$ cat config.mk
export PLATFORM = sky130hd
export DESIGN_NAME = io_port_responder
export DESIGN_NICKNAME = d
export VERILOG_FILES = /design/src/rtl/io_port_responder.sv
export SDC_FILE = /design/constraint.sdc
export NUM_CORES = 1
export LEC_CHECK = 0
export ABC_AREA = 1
export BUFFER_PORTS_ARGS = -buffer_cell sky130_fd_sc_hd__buf_2
export CORE_UTILIZATION = 35
export DETAILED_ROUTE_END_ITERATION = 12
export PLACE_DENSITY_LB_ADDON = 0.1
export REMOVE_ABC_BUFFERS = 1
export SYNTH_ARGS = -nofsm -noshare
export SYNTH_HDL_FRONTEND = slang
export SYNTH_SLANG_ARGS = --single-unit
$ cat constraint.sdc
create_clock -name clk -period 1.7 [get_ports clk]
set_input_delay 0.425 -clock clk [delete_from_list [all_inputs] [get_ports clk]]
set_output_delay 0.425 -clock clk [all_outputs]
set_load 0.02 [all_outputs]
$ cat src/rtl/io_port_responder.sv
// io_port_responder
//   Memory-mapped I/O responder for the CPU transceiver data path.
//   The CPU performs single reads and writes with a level req / pulsed ack
//   handshake. The external side has two latched output ports and a small
//   capture FIFO that is filled by a one-cycle strobe.
//
//   Register map (cpu_addr):
//     0 OUT0   r/w
//     1 OUT1   r/w
//     2 FIFO   read pops the head (0 when empty); writes are acked and ignored
//     3 STATUS {irq_en, ovf, full, not_empty}; write bit2=1 clears ovf,
//              bit3 loads irq_en
//
//   Ports:
//     clk, reset (async, active low)
//     cpu_req, cpu_we, cpu_addr, cpu_wdata -> cpu_rdata, cpu_ack
//     ext_out0, ext_out1                   registered output ports
//     ext_in_stb, ext_in_data              FIFO capture strobe and data
//     irq                                  only when IO_IRQ_EN is defined
//
//   Optional feature macro: IO_IRQ_EN (adds irq port and irq_en bit).
module io_port_responder #(
    parameter int DATA_W     = 8,
    parameter int FIFO_DEPTH = 4
) (
    input  logic              clk,
    input  logic              reset,
    input  logic              cpu_req,
    input  logic              cpu_we,
    input  logic [1:0]        cpu_addr,
    input  logic [DATA_W-1:0] cpu_wdata,
    output logic [DATA_W-1:0] cpu_rdata,
    output logic              cpu_ack,
    output logic [DATA_W-1:0] ext_out0,
    output logic [DATA_W-1:0] ext_out1,
    input  logic              ext_in_stb,
    input  logic [DATA_W-1:0] ext_in_data
`ifdef IO_IRQ_EN
    ,
    output logic              irq
`endif
);

    localparam int AW = $clog2(FIFO_DEPTH);

    typedef enum logic [1:0] {
        IDLE,
        ACK,
        WAIT_LOW
    } state_t;

    state_t state, state_nxt;

    logic [DATA_W-1:0] mem [FIFO_DEPTH];
    logic [AW:0]       wr_ptr, rd_ptr;
    logic              ovf;
    logic              empty, full;
    logic              accept, pop, push, ovf_set, ovf_clr;
    logic [DATA_W-1:0] status, rd_val;

`ifdef IO_IRQ_EN
    logic irq_en;
`endif

    // ---------------- handshake FSM ----------------
    always_ff @(posedge clk or negedge reset) begin
        if (!reset) state <= IDLE;
        else        state <= state_nxt;
    end

    always_comb begin
        state_nxt = state;
        cpu_ack   = 1'b0;
        case (state)
            IDLE:     if (cpu_req) state_nxt = ACK;
            ACK: begin
                cpu_ack   = 1'b1;
                state_nxt = WAIT_LOW;
            end
            WAIT_LOW: if (!cpu_req) state_nxt = IDLE;
            default:  state_nxt = IDLE;
        endcase
    end

    // The access itself happens on the edge that leaves IDLE.
    assign accept = (state == IDLE) && cpu_req;

    // ---------------- FIFO flags and control ----------------
    assign empty = (wr_ptr == rd_ptr);
    assign full  = (wr_ptr[AW-1:0] == rd_ptr[AW-1:0]) && (wr_ptr[AW] != rd_ptr[AW]);

    assign pop     = accept && !cpu_we && (cpu_addr == 2'd2) && !empty;
    // A same-edge pop frees a slot, so full is judged after the pop.
    assign push    = ext_in_stb && (!full || pop);
    assign ovf_set = ext_in_stb && full && !pop;
    assign ovf_clr = accept && cpu_we && (cpu_addr == 2'd3) && cpu_wdata[2];

    always_comb begin
        status    = '0;
        status[0] = !empty;
        status[1] = full;
        status[2] = ovf;
`ifdef IO_IRQ_EN
        status[3] = irq_en;
`endif
    end

    always_comb begin
        rd_val = '0;
        case (cpu_addr)
            2'd0: rd_val = ext_out0;
            2'd1: rd_val = ext_out1;
            2'd2: rd_val = empty ? '0 : mem[rd_ptr[AW-1:0]];
            2'd3: rd_val = status;
            default: rd_val = '0;
        endcase
    end

    // ---------------- registers ----------------
    always_ff @(posedge clk or negedge reset) begin
        if (!reset) begin
            cpu_rdata <= '0;
            ext_out0  <= '0;
            ext_out1  <= '0;
            wr_ptr    <= '0;
            rd_ptr    <= '0;
            ovf       <= 1'b0;
            for (int unsigned i = 0; i < FIFO_DEPTH; i++) mem[i] <= '0;
        end else begin
            if (accept && !cpu_we) cpu_rdata <= rd_val;
            if (accept && cpu_we) begin
                case (cpu_addr)
                    2'd0:    ext_out0 <= cpu_wdata;
                    2'd1:    ext_out1 <= cpu_wdata;
                    default: ;
                endcase
            end
            if (pop) rd_ptr <= rd_ptr + (AW+1)'(1);
            if (push) begin
                mem[wr_ptr[AW-1:0]] <= ext_in_data;
                wr_ptr <= wr_ptr + (AW+1)'(1);
            end
            // A drop on the clearing edge still leaves ovf set.
            if (ovf_clr) ovf <= 1'b0;
            if (ovf_set) ovf <= 1'b1;
        end
    end

`ifdef IO_IRQ_EN
    always_ff @(posedge clk or negedge reset) begin
        if (!reset) begin
            irq_en <= 1'b0;
            irq    <= 1'b0;
        end else begin
            if (accept && cpu_we && (cpu_addr == 2'd3)) irq_en <= cpu_wdata[3];
            irq <= irq_en && (!empty || ovf);
        end
    end
`endif

endmodule

==> results of run 1 <==
-- per-stage QoR --
step	setup WS, ns	total power [mW]	util	setup TNS, ns	cell area, um^2
floorplan	-0.198	4.94	-	-3.18	3230
global placement	0.102	6.19	0.399	0	3740
detailed placement	0.0588	6.22	0.399	0	3740
CTS	0.0712	7.56	0.420	0	3930
global route	0.0188	8.14	0.421	0	3940
finish	0.156	7.48	0.421	0	3940
-- power groups by stage --
stage	Clock, mW	Combinational (mW)	Sequential, mW
after floorplan	0	1.88	3.07
after global placement	0	3.45	2.74
after detailed placement	0	3.47	2.74
after CTS	1.36	3.49	2.72
after global routing	1.42	3.91	2.81
final	1.31	3.46	2.71
-- how the worst min path moves through the flow --
stage | slack, ns | start | endpoint
2_1_floorplan | 0.13 | reset | cpu_rdata[0]$_DFFE_PN0P_
6_report | 0.09 | reset | ext_out1[5]$_DFFE_PN0P_
5_1_grt | 0.11 | reset | ext_out1[5]$_DFFE_PN0P_
3_3_place_gp | 0.45 | mem[14]$_DFFE_PN0P_ | mem[14]$_DFFE_PN0P_
3_5_place_dp | 0.45 | mem[11]$_DFFE_PN0P_ | mem[11]$_DFFE_PN0P_
4_1_cts | 0.10 | reset | ext_out1[5]$_DFFE_PN0P_
-- final cells by class --
cell class                 instances  share of cell area
tap                              129              0.0410
timing repair buffer              61              0.0905
multi-input combinational        287               0.372
clock inverter                     3              0.0102
sequential                        65               0.413
inverter                          38              0.0362
clock buffer                      13              0.0378
-- flip-flops by register name, indices dropped and copies added (netlist names) --
signal,count
rd_ptr,3
state,2
ext_out0,8
mem,32
ext_out1,8
ovf,1
wr_ptr,3
cpu_rdata,8
-- cell usage after synthesis --
master                     number  area (um^2)
sky130_fd_sc_hd__buf_6          2         22.5
sky130_fd_sc_hd__nand2_2        3         18.8
sky130_fd_sc_hd__nand2_4        1         11.3
sky130_fd_sc_hd__xnor2_1        2         17.5
sky130_fd_sc_hd__buf_12         4         80.1
sky130_fd_sc_hd__ha_1           5         62.6
sky130_fd_sc_hd__a21boi_0       5         37.5
sky130_fd_sc_hd__o211ai_1       1         7.51
sky130_fd_sc_hd__a21oi_1        4         20.0
sky130_fd_sc_hd__nand4_1       32          200
sky130_fd_sc_hd__nor2_8         1         20.0
sky130_fd_sc_hd__o22ai_1       11         68.8
sky130_fd_sc_hd__inv_1         34          128
sky130_fd_sc_hd__inv_2          4         15.0
sky130_fd_sc_hd__buf_4          6         45.0
sky130_fd_sc_hd__nor2_4         4         45.0
sky130_fd_sc_hd__nand2_1      143          537
sky130_fd_sc_hd__nand3_2        1         10.0
sky130_fd_sc_hd__o21ai_0       31          155
sky130_fd_sc_hd__dfrtp_1       65         1630
sky130_fd_sc_hd__buf_2          6         30.0
sky130_fd_sc_hd__or2_2          6         37.5
sky130_fd_sc_hd__clkbuf_1       1         3.75
sky130_fd_sc_hd__clkbuf_4       1         7.51
sky130_fd_sc_hd__nor2_1        20         75.1
sky130_fd_sc_hd__nor2_2         1         6.26
sky130_fd_sc_hd__nand3_1       11         55.1
sky130_fd_sc_hd__nand3_4        4         70.1
sky130_fd_sc_hd__o21ai_1        1         5.00
-- repair_timing --
item | 4_1_cts | 5_1_grt
hold buffers | 0 | 0
endpoints found under the setup margin | 0 | 10
resized for setup | 0 | 2
-- cell families (layout without fill, tap and decap cells) --
kind of cell,after synthesis,count (layout),synth area share
AOI/OAI and AO/OA,53,53,0.0860
adders and majority gates,5,5,0.0183
xor gates and xnor gates,2,2,0.00513
DFF,65,65,0.476
buffers and inverters,58,115,0.0970
and+or+nand+nor,227,227,0.318
-- worst max-delay path, stage by stage (launching register included) --
cell,delay (ns)
sky130_fd_sc_hd__dfrtp_1,0.42
sky130_fd_sc_hd__inv_1,0.13
sky130_fd_sc_hd__nand2_1,0.06
sky130_fd_sc_hd__nand2_1,0.11
sky130_fd_sc_hd__inv_2,0.05
sky130_fd_sc_hd__nor2_4,0.10
sky130_fd_sc_hd__nand3_4,0.18
sky130_fd_sc_hd__buf_4,0.24
sky130_fd_sc_hd__nand4_1,0.08
sky130_fd_sc_hd__nand2_1,0.06
-- per-layer routing --
metal | GRT usage | share of wire | wire length (um) | vias to the layer above
li1 | - | - | - | 1440
met1 | 0.238 | 0.48 | 4020 | 1321
met2 | 0.287 | 0.45 | 3750 | 84
met3 | 0.0458 | 0.052 | 435 | 9
met4 | 0.0602 | 0.012 | 97 | 0
met5 | 0 | 0 | 0 | -
==> impl_summary.md, run 1 <==
Placed design
The post-placement cell count is 580. The wire-length estimate of the detail-placed layout is 5920 um. The last weighted congestion value of the routability-driven placer is 0.749.

The count of buffers from port buffering is 47.

STA
Setup repair after global routing left no endpoint under its margin. Setup violations remaining at the end of the flow were counted as 0. The final period demand of the worst path is 1.54 ns. Across the routed clock network, the largest skew measured is 0.00897 ns. The upper clock frequency limit is 647 MHz.

In the finished design, the share of the clock period the worst path needs comes to 0.909. The max-slew violation total from the final report was 0. For the pin with the worst max-slew slack, the measured transition is 0.367 ns. The remaining max-slew budget at the tightest pin is 0.755. Final hold analysis gives a worst-case slack of 0.0881 ns.

The hold violation count in the final report is 0.

Finish
The proportion of layout cells with a drive suffix above 1 is 0.214. The register area is 1630 um^2. The final net count is 490. Leaving out fill and tap cells, the most frequent cell in the layout is sky130_fd_sc_hd__nand2_1. The number of fill cells is 1009. The total area of multi-input combinational cells is 1470 um^2.

The number of diodes added for antenna fixing is 0. The post-synthesis to final-layout area growth is 15.3%. Leaving out fill and tap cells, the most frequent cells in the layout are sky130_fd_sc_hd__nand2_1 (143), sky130_fd_sc_hd__dfrtp_1 (65), sky130_fd_sc_hd__buf_2 (47). The count of non-filler cells in the finished layout is 596.

Yosys
The cell area after synthesis is 3420 um^2. The synthesized flop and latch total is 65. Dividing the synthesized area by the synthesized cell count gives 8.34 um^2.

The warning count from the yosys run is 0. Counting every instance in the synthesized netlist gives 410. Of the synthesized area, sequential elements account for 0.476. Yosys mapped the design onto 29 distinct sky130hd cell types.

Pwr
The power density relative to cell area is 1900 nW/um^2. The part of the power in combinational logic is 0.462. Of the total power, the share spent switching nets is 0.434. The share of total power dissipated in sequential elements is 0.362. The leakage component of the power is 2.02 nW. Cell internal power was estimated by the tool at 4.23 mW. The switching power total is 3.25 mW. Of the total power, the clock network draws 0.175.

The worst vdd rail ir drop is 0.644 mV.

Critical path
For the worst setup path, the data required time is 1.93 ns. The depth of the most critical reg-to-reg path is 9. The most critical setup path has its startpoint at wr_ptr[0]$_DFFE_PN0P_. In this run the critical register-to-register path is captured at mem[2]$_DFFE_PN0P_. The data arrival time at the worst-slack endpoint is 1.77 ns. The category of the critical setup timing path is flip-flop to flip-flop. The startpoint of the lowest-slack register-to-register path is wr_ptr[0]$_DFFE_PN0P_.

The critical path launch point type is a flip-flop. The setup check on the worst reg-to-reg path leaves a slack of 0.16 ns. The worst setup path endpoint is mem[2]$_DFFE_PN0P_. The largest fanout on the critical path is 13. The worst setup path is captured at a flip-flop.

Floorplan
The region available for standard cell placement spans 9370 um^2. The die covers 10200 um^2. The initial core utilization is 0.365.

The vertical extent of the die is 101 um. The die width is 101 um. For this design the top-level I/O count stands at 48. The row count is 35.

Drt
The routed wirelength normalized by instance count is 13.9 um. The residual DRC count is 0. Summing over every cut layer, the via total after detailed routing is 2854. The number of DRC markers in iteration 0 is 128.

The via-per-instance ratio is 4.79. Wires add up to 8300 um. The number of routed nets with antenna violations is 0.

The count of TritonRoute iterations in the first routing pass is 4.

CTS
The clock latency on the worst-skew pair is 0.34 ns. The TritonCTS clock tree is done. Clock tree synthesis inserted a total of 9 buffers. The level count of the clock H-tree is 3.

The CTS root buffer is sky130_fd_sc_hd__clkbuf_8. The post-CTS setup buffer count is 0. After clock tree synthesis, the clock-pin slew on the worst setup and hold paths is 0.07 ns. Counting every sink on the clock net gives 65. The clock passes through at most 2 buffers.

Global routing
The number of antenna violations at the first check in global routing is 0. The maximum number of pins on one net before global-route repair is 66. The number of global-route vias before repair is 2749. The first-pass GRT wire length is 13900 um. Summed over all layers, the global routing overflow is 0. In the global route stage, overall resource usage came out at 0.180.

Job
The tool flagged a number of max-cap violations equal to 0.

Run status
The run finished with clean final reports.

Worst hold path
The worst hold-check path type is primary input to asynchronous set/reset pin.
Power figures use the tool's default switching activity.
==> run 2, diff against run 1 <==
--- a/config.mk
+++ b/config.mk
@@ -9,7 +9,8 @@
 export BUFFER_PORTS_ARGS = -buffer_cell sky130_fd_sc_hd__buf_2
 export CORE_UTILIZATION = 35
 export DETAILED_ROUTE_END_ITERATION = 12
-export PLACE_DENSITY_LB_ADDON = 0.1
+export PLACE_DENSITY = 0.65
+export RECOVER_POWER = 100
 export REMOVE_ABC_BUFFERS = 1
 export SYNTH_ARGS = -nofsm -noshare
 export SYNTH_HDL_FRONTEND = slang
==> run 2 against run 1 <==
  * Sequential share of layout area rose by 0.57 points
  * Sequential cell count did not move
  * Non-clock buffer count rose by 3
  * Critical endpoint is now mem[10]$_DFFE_PN0P_
  * Final area fell by 1.4%
  * Sequential power barely moved
  * Critical path type unchanged
  * Count of clock-buffer cells in the layout fell by 1
  * First-iteration DRC count rose by 40%
  * Cell count rose by 0.17%
  * Routed wire length fell by 1.5%
==> impl_summary.md, run 2 (synthesized netlist as in run 1, its figures left out) <==
Critical path
The data required time of the critical path is 1.97 ns. The category of cells accounting for the largest share of critical-path delay is simple AND/OR/NAND/NOR gates. The total buffers and inverters traversed by the critical path is 2.

The slack of the worst reg-to-reg path is 0.15 ns. The slowest stage of the critical path belongs to the cell sky130_fd_sc_hd__dfrtp_1. The category of the worst setup path capture point is a flip-flop.

The largest stage delay on the critical path is 0.43 ns. The largest fanout on the critical path is 8. The category of the critical setup timing path is flip-flop to flip-flop.

The worst setup path is launched from a flip-flop. At the worst endpoint, the arrival time is 1.82 ns. Traced cell by cell, the critical path runs through inv_1 -> nand2_1 -> nand2_1 -> inv_2 -> nor2_4 -> nand3_2 -> nand3_4 -> nand2_1 -> nand2_1. The most numerous cell on the critical path is sky130_fd_sc_hd__nand2_1.

Global routing
The number of antenna violations at the first check in global routing was 0. Entering global routing, the biggest net connects 66 pins. The aggregate global routing overflow is 0. The overall routing resource usage is 0.177. The first-pass GRT wire length is 13800 um. The number of global-route vias before repair is 2849.

Pwr
Summed over all cells, the static leakage comes to 1.94 nW. The power density relative to cell area is 1870 nW/um^2. The worst vdd rail ir drop is 0.486 mV.

Floorplan
The area of the core is 9370 um^2. The floorplan has 35 rows. The count of boundary I/O pins is 48. Measured along the y axis, the die boundary spans 101 um.

The die width is 101 um. The total die area is 10200 um^2. The initial core utilization is 0.365.

Drt
The routed layout has 2915 vias. The number of DRC markers in iteration 0 is 179. The number of routed nets with antenna violations is 0.

The routed wirelength normalized by instance count is 13.7 um. In the routed design, unresolved DRC markers number 0. The final layout contains routed wiring with a total length of 8180 um. Dividing the detail-routed via count by the number of cells gives 4.88. For this run, the detailed router's first-pass iteration total came to 5.

Run status
The flow ran to the end, and the final reports show no timing, DRC or antenna violations.

CTS
The level count of the clock H-tree is 3. In this run the deepest clock path goes through 2 buffers. The number of clock sinks is 65. The number of gates resized after CTS was 0. The CTS root buffer is sky130_fd_sc_hd__clkbuf_8. The CTS buffer count is 9. TritonCTS built the clock tree. After clock tree synthesis, the flow added hold-fix buffers numbering 0. The post-CTS setup buffer count is 0. The post-CTS clock slew at the launch and capture registers of the worst setup and hold paths is 0.07 ns. The clock latency on the worst-skew pair is 0.34 ns.

STA
Hold timing on the final database bottoms out at a slack of 0.308 ns. Counting I/O delays and the setup requirement, the final critical path takes 1.55 ns. The setup total negative slack is 0 ns.

The max-slew violation total from the final report came to 0. Derived from the worst setup path, the maximum achievable clock frequency is 647 MHz. At the pin with the least slew margin, the transition time is 0.888 ns.

The hold violation count in the final report came to 0. Once routing completed, OpenROAD measured the worst setup slack at 0.155 ns. The remaining max-slew budget at the tightest pin is 0.408.

The clock arrives with 0.0115 ns of skew. The final setup violation count is 0. The ratio of final minimum period to clock period is 0.909. Setup repair after global routing left no endpoint under its margin.

Worst hold path
The worst hold path belongs to the class primary input to flip-flop.

Placed design
Prior to clock tree synthesis, the placed netlist has a worst setup slack of 0.0997 ns. Once detailed placement completed, the half-perimeter wirelength came to 5750 um. The congestion estimate from routability-driven global placement came to 0.794. During placement, the flow inserted port buffers numbering 47.

Finish
In the layout the commonest cells are sky130_fd_sc_hd__nand2_1 (143), sky130_fd_sc_hd__dfrtp_1 (65), sky130_fd_sc_hd__inv_1 (35). The register with the most flip-flops in the layout has 32 of them. The net count of the finished layout is 494.

The register with the most flip-flops in the final layout is mem. The number of antenna diodes in the final layout is 0. In the final layout, the share of cells above drive strength 1 is 0.160. The area growth from synthesis to layout is 13.7%. Leaving out fill and tap cells, the most frequent cell in the layout is sky130_fd_sc_hd__nand2_1.

Job
Across the run, the number of max-cap violations was 0.
-- run 2: cell types whose count changed in the layout (fill, tap and decap cells not counted) --
cell                        before  now
sky130_fd_sc_hd__buf_2          47   22
sky130_fd_sc_hd__clkbuf_1        3   28
sky130_fd_sc_hd__buf_4          12   14
sky130_fd_sc_hd__buf_12          1    0
sky130_fd_sc_hd__bufinv_16       1    0
sky130_fd_sc_hd__clkbuf_4        0    1
sky130_fd_sc_hd__clkinv_2        2    1
sky130_fd_sc_hd__inv_1          34   35
sky130_fd_sc_hd__inv_2           4    3
sky130_fd_sc_hd__nand3_2         2    3
-- run 2: routing by layer --
layer | wire length [um] | part of all wire | global-route usage | vias up
li1 | - | - | - | 1442
met1 | 3940 | 0.48 | 0.254 | 1344
met2 | 3570 | 0.44 | 0.259 | 119
met3 | 588 | 0.072 | 0.0423 | 10
met4 | 91 | 0.011 | 0.0613 | 0
met5 | 0 | 0 | 0 | -
-- run 2: final cells by class --
type	count	area, um^2
clock buffers	12	145
clock inverters	1	5.00
fillers	996	5480
inverters	38	143
multi-input cells	288	1480
flip-flops and latches	65	1630
well taps	129	161
repair buffers	64	332
-- run 2: path summary, 6_finish.rpt --
kind | to | from | cells after the start
max in group asynchronous | mem[13]$_DFFE_PN0P_ | reset | 2
setup reg to reg | mem[10]$_DFFE_PN0P_ | wr_ptr[0]$_DFFE_PN0P_ | 9
setup / recovery | mem[10]$_DFFE_PN0P_ | wr_ptr[0]$_DFFE_PN0P_ | 9
hold reg to reg | mem[26]$_DFFE_PN0P_ | mem[26]$_DFFE_PN0P_ | 2
min in group asynchronous | state[1]$_DFFE_PN0P_ | reset | 2
hold / removal | ext_out0[3]$_DFFE_PN0P_ | cpu_wdata[3] | 3
-- run 2: per-stage QoR --
| stage | power [mW] | util | cell area [um^2] | instances |
|---|---|---|---|---|
| after floorplan | 4.94 | - | 3230 | 390 |
| after global placement | 6.15 | 0.402 | 3770 | 583 |
| after detailed placement | 6.24 | 0.402 | 3770 | 583 |
| after CTS | 7.35 | 0.418 | 3920 | 596 |
| after global routing | 7.94 | 0.415 | 3890 | 597 |
| final | 7.29 | 0.415 | 3890 | 597 |
-- run 2: report_power, final --
part	internal (mW)	total [mW]	leakage, nW	switching [mW]
clock	0.544	1.10	0.0782	0.561
sequential	2.28	2.72	0.802	0.445
combinational	1.17	3.46	1.06	2.29
-- run 2: tightest hold or removal path: cells and delay by family --
kind | cells | cell delay, ns
compound gates | 1 | 0.06
buf+inv | 1 | 0.09
simple gates | 1 | 0.04
